--- src/rtl/bq_uart_pkg.sv ---
// Shared definitions for the BQ79606 response-frame receiver.
//   state_e      : receive FSM states
//   ERR_*        : completion error codes carried with frame_done
//   RESP_HDR_BIT : header bit that marks a command frame (1) versus a response frame (0)
//   CRC_RESIDUE  : checker value left behind by a frame whose CRC bytes are correct
//   crc16_update : one byte of CRC-16, polynomial 0x8005 in reflected form
package bq_uart_pkg;

    typedef enum logic [2:0] {
        StIdle,
        StDev,
        StRaH,
        StRaL,
        StData,
        StCrcL,
        StCrcH,
        StCheck
    } state_e;

    localparam logic [1:0] ERR_NONE = 2'b00;
    localparam logic [1:0] ERR_CRC  = 2'b01;
    localparam logic [1:0] ERR_TMO  = 2'b10;
    localparam logic [1:0] ERR_UART = 2'b11;

    localparam int unsigned RESP_HDR_BIT = 7;

    localparam logic [15:0] CRC_RESIDUE   = 16'h0000;
    localparam logic [15:0] CRC_INIT      = 16'hFFFF;
    // 0x8005 bit-reversed, for the LSB-first shift
    localparam logic [15:0] CRC_POLY_REFL = 16'hA001;

    function automatic logic [15:0] crc16_update(logic [15:0] crc, logic [7:0] din);
        logic [15:0] c;
        c = crc ^ {8'h00, din};
        for (int i = 0; i < 8; i++) begin
            c = c[0] ? ((c >> 1) ^ CRC_POLY_REFL) : (c >> 1);
        end
        return c;
    endfunction

endpackage

--- src/rtl/CRC16_CHK.sv ---
// CRC16_CHK: byte-wise CRC-16 checker (poly 0x8005 reflected, init 0xFFFF).
// Feeding a whole frame including its trailing CRC (low byte first) leaves a zero residue.
// Ports:
//   clk        in  clock
//   reset      in  synchronous, active-high reset; loads the init value
//   init       in  reload the init value next cycle (takes priority over crc_en)
//   crc_en     in  fold crc_din into the running CRC
//   crc_din    in  byte to fold
//   crc_chk_en in  compare the running CRC against the expected residue
//   crc_err    out 1 when crc_chk_en=1 and the residue is not zero
module CRC16_CHK
    import bq_uart_pkg::*;
(
    input  logic       clk,
    input  logic       reset,
    input  logic       init,
    input  logic       crc_en,
    input  logic [7:0] crc_din,
    input  logic       crc_chk_en,
    output logic       crc_err
);

    logic [15:0] crc_q;
    logic [15:0] crc_d;

    always_comb begin
        crc_d = crc_q;
        if (init) begin
            crc_d = CRC_INIT;
        end else if (crc_en) begin
            crc_d = crc16_update(crc_q, crc_din);
        end
    end

    always_ff @(posedge clk) begin
        if (reset) begin
            crc_q <= CRC_INIT;
        end else begin
            crc_q <= crc_d;
        end
    end

    assign crc_err = crc_chk_en && (crc_q != CRC_RESIDUE);

endmodule

--- src/rtl/bq_resp_frame_rx.sv ---
// bq_resp_frame_rx: receive-side framer for BQ79606 response frames.
// Parses header, device address, 16-bit register address, 1..128 payload bytes and a
// 2-byte CRC from UART byte strobes, streams the payload and reports each frame with a
// one-cycle completion pulse.
// Ports:
//   sclk       in  system clock
//   reset      in  synchronous, active-low reset
//   rx_data    in  received byte
//   rx_valid   in  rx_data strobe
//   rx_err     in  UART framing/parity error strobe
//   dev_addr   out device address of the last frame (held)
//   reg_addr   out register address of the last frame, MSB byte first on the wire (held)
//   data_len   out payload length 1..128 (held)
//   data_out   out payload byte
//   data_valid out one-cycle strobe per payload byte
//   data_idx   out 0-based payload byte index
//   frame_done out one-cycle completion or abort pulse
//   frame_ok   out with frame_done: zero CRC residue and no error
//   err_code   out with frame_done: 00 none, 01 CRC, 10 timeout, 11 UART
module bq_resp_frame_rx
    import bq_uart_pkg::*;
#(
    parameter int unsigned TIMEOUT_CYC = 20000,
    parameter int unsigned CNT_W       = 15
) (
    input  logic        sclk,
    input  logic        reset,
    input  logic [7:0]  rx_data,
    input  logic        rx_valid,
    input  logic        rx_err,
    output logic [7:0]  dev_addr,
    output logic [15:0] reg_addr,
    output logic [7:0]  data_len,
    output logic [7:0]  data_out,
    output logic        data_valid,
    output logic [6:0]  data_idx,
    output logic        frame_done,
    output logic        frame_ok,
    output logic [1:0]  err_code
);

    // The abort decision is registered into frame_done, so firing one count early puts the
    // pulse exactly TIMEOUT_CYC cycles after the strobe of the last accepted byte.
    localparam logic [CNT_W-1:0] TMO_LAST = CNT_W'(TIMEOUT_CYC - 2);
    localparam logic [CNT_W-1:0] CNT_ONE  = CNT_W'(1);

    state_e      state_q, state_d;
    logic [CNT_W-1:0] cnt_q, cnt_d;
    logic [6:0]  idx_q, idx_d;
    logic [7:0]  dev_q, dev_d;
    logic [15:0] ra_q, ra_d;
    logic [7:0]  len_q, len_d;
    logic [7:0]  dout_q, dout_d;
    logic        dval_q, dval_d;
    logic [6:0]  didx_q, didx_d;
    logic        done_q, done_d;
    logic        ok_q, ok_d;
    logic [1:0]  err_q, err_d;

    logic        accept;
    logic        uart_abort;
    logic        tmo_hit;
    logic [7:0]  len_m1;

    logic        crc_rst;
    logic        crc_init;
    logic        crc_en;
    logic [7:0]  crc_din;
    logic        crc_chk_en;
    logic        crc_err;

    // rx_err wins over a byte strobed in the same cycle
    assign accept     = rx_valid && !rx_err;
    assign uart_abort = rx_err && (state_q != StIdle);
    assign tmo_hit    = (state_q != StIdle) && (state_q != StCheck) && !accept &&
                        (cnt_q == TMO_LAST);
    assign len_m1     = len_q - 8'd1;

    // Kept outside the FSM block so crc_err -> crc_chk_en is not seen as a loop
    assign crc_chk_en = (state_q == StCheck);
    assign crc_rst    = ~reset;

    always_comb begin
        state_d  = state_q;
        cnt_d    = cnt_q;
        idx_d    = idx_q;
        dev_d    = dev_q;
        ra_d     = ra_q;
        len_d    = len_q;
        dout_d   = dout_q;
        dval_d   = 1'b0;
        didx_d   = didx_q;
        done_d   = 1'b0;
        ok_d     = 1'b0;
        err_d    = ERR_NONE;
        crc_init = 1'b0;
        crc_en   = 1'b0;
        crc_din  = rx_data;

        if ((state_q == StIdle) || (state_q == StCheck) || accept) begin
            cnt_d = '0;
        end else begin
            cnt_d = cnt_q + CNT_ONE;
        end

        if (uart_abort) begin
            state_d  = StIdle;
            done_d   = 1'b1;
            err_d    = ERR_UART;
            crc_init = 1'b1;
            cnt_d    = '0;
        end else if (tmo_hit) begin
            state_d  = StIdle;
            done_d   = 1'b1;
            err_d    = ERR_TMO;
            crc_init = 1'b1;
            cnt_d    = '0;
        end else begin
            unique case (state_q)
                StIdle: begin
                    // Command frames (bit7=1) are dropped without touching the CRC
                    if (accept && !rx_data[RESP_HDR_BIT]) begin
                        len_d   = {1'b0, rx_data[6:0]} + 8'd1;
                        idx_d   = '0;
                        crc_en  = 1'b1;
                        state_d = StDev;
                    end else begin
                        crc_init = 1'b1;
                    end
                end
                StDev: begin
                    if (accept) begin
                        dev_d   = rx_data;
                        crc_en  = 1'b1;
                        state_d = StRaH;
                    end
                end
                StRaH: begin
                    if (accept) begin
                        ra_d[15:8] = rx_data;
                        crc_en     = 1'b1;
                        state_d    = StRaL;
                    end
                end
                StRaL: begin
                    if (accept) begin
                        ra_d[7:0] = rx_data;
                        crc_en    = 1'b1;
                        state_d   = StData;
                    end
                end
                StData: begin
                    if (accept) begin
                        crc_en = 1'b1;
                        dout_d = rx_data;
                        dval_d = 1'b1;
                        didx_d = idx_q;
                        idx_d  = idx_q + 7'd1;
                        if ({1'b0, idx_q} == len_m1) begin
                            state_d = StCrcL;
                        end
                    end
                end
                StCrcL: begin
                    if (accept) begin
                        crc_en  = 1'b1;
                        state_d = StCrcH;
                    end
                end
                StCrcH: begin
                    if (accept) begin
                        crc_en  = 1'b1;
                        state_d = StCheck;
                    end
                end
                StCheck: begin
                    // One-cycle verdict; any byte strobed here is ignored
                    crc_init = 1'b1;
                    done_d   = 1'b1;
                    ok_d     = ~crc_err;
                    err_d    = crc_err ? ERR_CRC : ERR_NONE;
                    state_d  = StIdle;
                end
                default: begin
                    state_d  = StIdle;
                    crc_init = 1'b1;
                end
            endcase
        end
    end

    always_ff @(posedge sclk) begin
        if (!reset) begin
            state_q <= StIdle;
            cnt_q   <= '0;
            idx_q   <= '0;
            dev_q   <= '0;
            ra_q    <= '0;
            len_q   <= '0;
            dout_q  <= '0;
            dval_q  <= 1'b0;
            didx_q  <= '0;
            done_q  <= 1'b0;
            ok_q    <= 1'b0;
            err_q   <= ERR_NONE;
        end else begin
            state_q <= state_d;
            cnt_q   <= cnt_d;
            idx_q   <= idx_d;
            dev_q   <= dev_d;
            ra_q    <= ra_d;
            len_q   <= len_d;
            dout_q  <= dout_d;
            dval_q  <= dval_d;
            didx_q  <= didx_d;
            done_q  <= done_d;
            ok_q    <= ok_d;
            err_q   <= err_d;
        end
    end

    CRC16_CHK u_crc (
        .clk        (sclk),
        .reset      (crc_rst),
        .init       (crc_init),
        .crc_en     (crc_en),
        .crc_din    (crc_din),
        .crc_chk_en (crc_chk_en),
        .crc_err    (crc_err)
    );

    assign dev_addr   = dev_q;
    assign reg_addr   = ra_q;
    assign data_len   = len_q;
    assign data_out   = dout_q;
    assign data_valid = dval_q;
    assign data_idx   = didx_q;
    assign frame_done = done_q;
    assign frame_ok   = ok_q;
    assign err_code   = err_q;

endmodule

--- config.mk ---
export PLATFORM = sky130hd
export DESIGN_NAME = bq_resp_frame_rx
export DESIGN_NICKNAME = d
export VERILOG_FILES = /design/src/rtl/bq_uart_pkg.sv /design/src/rtl/CRC16_CHK.sv /design/src/rtl/bq_resp_frame_rx.sv
export SDC_FILE = /design/constraint.sdc
export NUM_CORES = 1
export LEC_CHECK = 0
export ABC_AREA = 1
export BUFFER_PORTS_ARGS = -buffer_cell sky130_fd_sc_hd__buf_2
export CAP_MARGIN = 20
export CORE_ASPECT_RATIO = 0.8
export CORE_MARGIN = 1.5
export CORE_UTILIZATION = 44
export CTS_BUF_LIST = sky130_fd_sc_hd__clkbuf_8
export DETAILED_ROUTE_END_ITERATION = 6
export PLACE_DENSITY_LB_ADDON = 0.3
export RECOVER_POWER = 25
export SLEW_MARGIN = 10
export SYNTH_ARGS = -nofsm -noshare
export SYNTH_HDL_FRONTEND = slang
export SYNTH_SLANG_ARGS = --single-unit
--- constraint.sdc ---
create_clock -name sclk -period 1.5 [get_ports sclk]
set_input_delay 0.15 -clock sclk [delete_from_list [all_inputs] [get_ports sclk]]
set_output_delay 0.15 -clock sclk [all_outputs]
set_load 0.005 [all_outputs]
==> summary.txt <==
Status
  – Run status: finished with violations
  – Failing checks: negative setup slack

GRT
  – Gr usage total: 22.9%
  – Number of global-route vias before repair: 4114
  – Largest net degree at the start of global routing: 29
  – GR Overflow Total: 0
  – Global-route wire length before repair: 19.0 mm
  – Initial antenna violation count: 0

Clock tree
  – Clk sinks: 93
  – Total clock buffers created by CTS: 9
  – H-Tree Depth: 3
  – CTS tree: yes
  – Clock slew at reported path FFs: 0.09 ns
  – Post-CTS Hold Buffers: 0
  – Clock buffer depth: 2
  – CTS Root Cell: clkbuf_8
  – Clk_lat worst skew: roughly 0.37 ns

Critical path
  – Crit path to: u_crc.crc_q[0]
  – Worst Setup SP: cnt_q[0]
  – RR Startpoint: cnt_q[0]
  – Worst Setup End Kind: flop
  – CP required: 1.76 ns
  – Worst Path Arrival: 1.93 ns
  – Worst setup SP type: flop
  – Worst reg2reg setup slack: -0.17 ns
  – Kind of critical path: flop to flop
  – Crit Path Max Fanout: 4
  – Reg2reg end: u_crc.crc_q[0]
  – Worst r2r path cells: 9

Placed design
  – DP HPWL: 8.62 mm
  – Gp weighted congestion: between 0.8 and 0.9
  – Port bufs: between 60 and 70
  – Post-Place Cells: 816

STA
  – Least-Margin Pin Slew: between 0.3 and 0.4 ns
  – Final setup fails: 23
  – Max frequency: 600 MHz
  – Setup ws final: -0.168 ns
  – Total negative slack: -1.93 ns
  – Final Hold Viols: 0
  – Skew final: 0.0110 ns
  – Min Hold Slack: 0.0355 ns
  – Final worst-path cycle share: 111%
  – Rel. slew slack: slightly below 80%
  – Minimum period implied by the final worst setup slack: 1.67 ns
  – RSZ-0062 raised after global routing: true
  – Max Slew Vio Count: 0

Synth
  – Mapped Area: 4330 sq um
  – Syn Nets: 601
  – Synth area leader: dfxtp_1
  – Synth top area cells: dfxtp_1, nand2_1, a21oi_1
  – Synthesized flop and latch total: 93
  – Yosys top cell area share: 43.0%
  – Syn avg cell area: about 7.4 sq um
  – Post-Synthesis Cells: just under 600
  – Synthesis Warnings: 0
  – Number of library cell types mapped by synthesis: 38
  – Seq/Total Area, Yosys: 43.0%

Detailed routing
  – Post-route ant nets: 0
  – Final wirelength: 11.6 mm
  – Via count: 4261
  – Via density: 5.08
  – Pre-antenna DRT Iters: 5
  – Iter 0 DRT Violations: 255
  – # DRC: 0
  – Wire per inst: around 14 um

Floorplanning
  – Initial Util: 45.1%
  – Die Span X: 114 um
  – FP Rows: 32
  – Die H: 91.8 um
  – # IOs: 64
  – Die ar.: 10500 sq um
  – Core area: 9610 sq um

Finish
  – Most common cell after layout, fill and taps aside: nand2_1
  – Multi-input gate area: 2260 sq um
  – Commonest cells after routing, fill and taps aside: nand2_1, dfxtp_1, buf_4
  – Sequential Area: between 1500 and 2000 sq um
  – Total Nets Final: roughly 730
  – Area grow syn2layout: 30.2%
  – Share of cells above drive strength 1: 30.4%
  – Core Util, Final: 58.7%
  – # diodes: 0
  – Non-Filler Instances: 839
  – Fill count: approximately 860

Power and ir drop
  – Share of power burned in registers: 43.0%
  – VDD IR max: 0.874 mV
  – Power Internal: 4510 uW
  – PwrDens: 1250 nW/um^2
  – Switching Fraction: between 30% and 40%
  – P_sw: 2570 uW
  – Logic gate share of total power: 34.6%
  – Leak Pwr: around 0.0026 uW
  – Tot Pwr: 7080 uW
  – Power share of the clock group: 22.4%

Job
  – Max-Cap Viols: 0

Min path
  – Hold Crit Class: input port to flop
-- flip-flops by register name, summed over array words and instances, names as in the netlist, 2 cells and up --
signal,flops
err_code,2
reg_addr,16
data_idx,7
data_out,8
data_len,8
idx_q,7
u_crc.crc_q,16
dev_addr,8
state_q,3
cnt_q,15
-- kinds of logic (layout without fill, tap and decap cells) --
kind of cell / Yosys count / count (layout) / synth area share, %
and+or+nand+nor: 262 / 263 / 28.0
DFF: 93 / 93 / 43.0
buffers and inverters: 86 / 221 / 8.23
AOI/OAI and AO/OA: 122 / 122 / 16.1
adders and majority gates: 5 / 5 / 1.44
xor gates and xnor gates: 16 / 16 / 3.23
-- worst min-delay path by stage --
stage | start | to | slack, ns | depth (start not counted)
2_1_floorplan | rx_data[0] | data_len[0] | 0.23 | 1
3_3_place_gp | rx_data[0] | data_len[0] | 0.40 | 2
3_5_place_dp | rx_data[0] | data_len[0] | 0.41 | 2
4_1_cts | rx_data[0] | data_len[0] | 0.02 | 2
5_1_grt | rx_data[0] | data_len[0] | 0.03 | 2
6_report | rx_data[0] | data_len[0] | 0.04 | 2
-- repair_timing --
| item | 4_1_cts | 5_1_grt |
|---|---|---|
| setup buffers | 2 | 3 |
| setup endpoints to repair | 23 | 71 |
| resized for setup | 17 | 28 |
| pin swaps | 12 | 4 |
| gates cloned | 1 | 1 |
-- per-layer routing --
layer	GRT usage, %	vias to the layer above	wire length, um
met5	0	-	0
met4	7.29	0	190
met2	37.4	100	5310
met1	29.4	1971	5490
met3	6.28	15	645
li1	-	2175	-
-- critical path: stages, from the launching register on --
cell and delay (ns):
dfxtp_2 0.39, inv_1 0.06, ha_2 0.18, nand2_2 0.09, nor2_4 0.06, a41oi_2 0.27, nand2_4 0.13, buf_4 0.17
nor3_1 0.15, nand2_1 0.08
-- metrics by stage --
step                setup slack [ns]  instance area [sq um]
finish                        -0.168                   5640
global route                  -0.386                   5640
CTS                           -0.118                   5540
detailed placement            -0.136                   5270
global placement             -0.0757                   5270
floorplan                    -0.0167                   4360
-- layout make-up --
cell class | count | area share [%]
inverter | 69 | 4.70
timing repair inverter | 1 | 0.133
clock inverter | 5 | 0.599
clock buffer | 11 | 2.68
sequential | 93 | 33.3
multi-input combinational | 406 | 40.2
timing repair buffer | 135 | 15.8
tap | 119 | 2.64
-- Yosys cell counts --
master    count
nand4_1       9
buf_1         1
nor2_4        2
inv_2         8
nor3_1       11
buf_8         1
inv_1        60
nor2_8        1
xor2_1        9
o211ai_1      5
a31oi_1       1
o21ai_0      50
nor2_2        6
or2_2         2
buf_4         5
nand3_1      26
nand2_4       1
nand2_2       4
a21oi_1      53
buf_2         3
nor2_1       56
nor3_2        2
nor4_2        1
nor3b_2       2
o211ai_2      6
o21a_1        2
nor3b_1       3
a211oi_1      3
nand2_1     126
dfxtp_1      93
nor4_1        5
nand3_2       5
clkbuf_1      7
a21oi_2       1
clkinv_1      1
ha_1          5
xnor2_1       7
a41oi_2       1
-- power groups by stage --
| stage | Clock (uW) | Sequential [uW] | Combinational (uW) |
|---|---|---|---|
| global placement | 0 | 3050 | 2250 |
| global route | 1690 | 3080 | 2740 |
| detailed placement | 0 | 3060 | 2320 |
| floorplan | 0 | 3020 | 1470 |
| finish | 1590 | 3040 | 2450 |
| CTS | 1620 | 3020 | 2390 |
No activity file was read; power rests on OpenSTA's default activity.
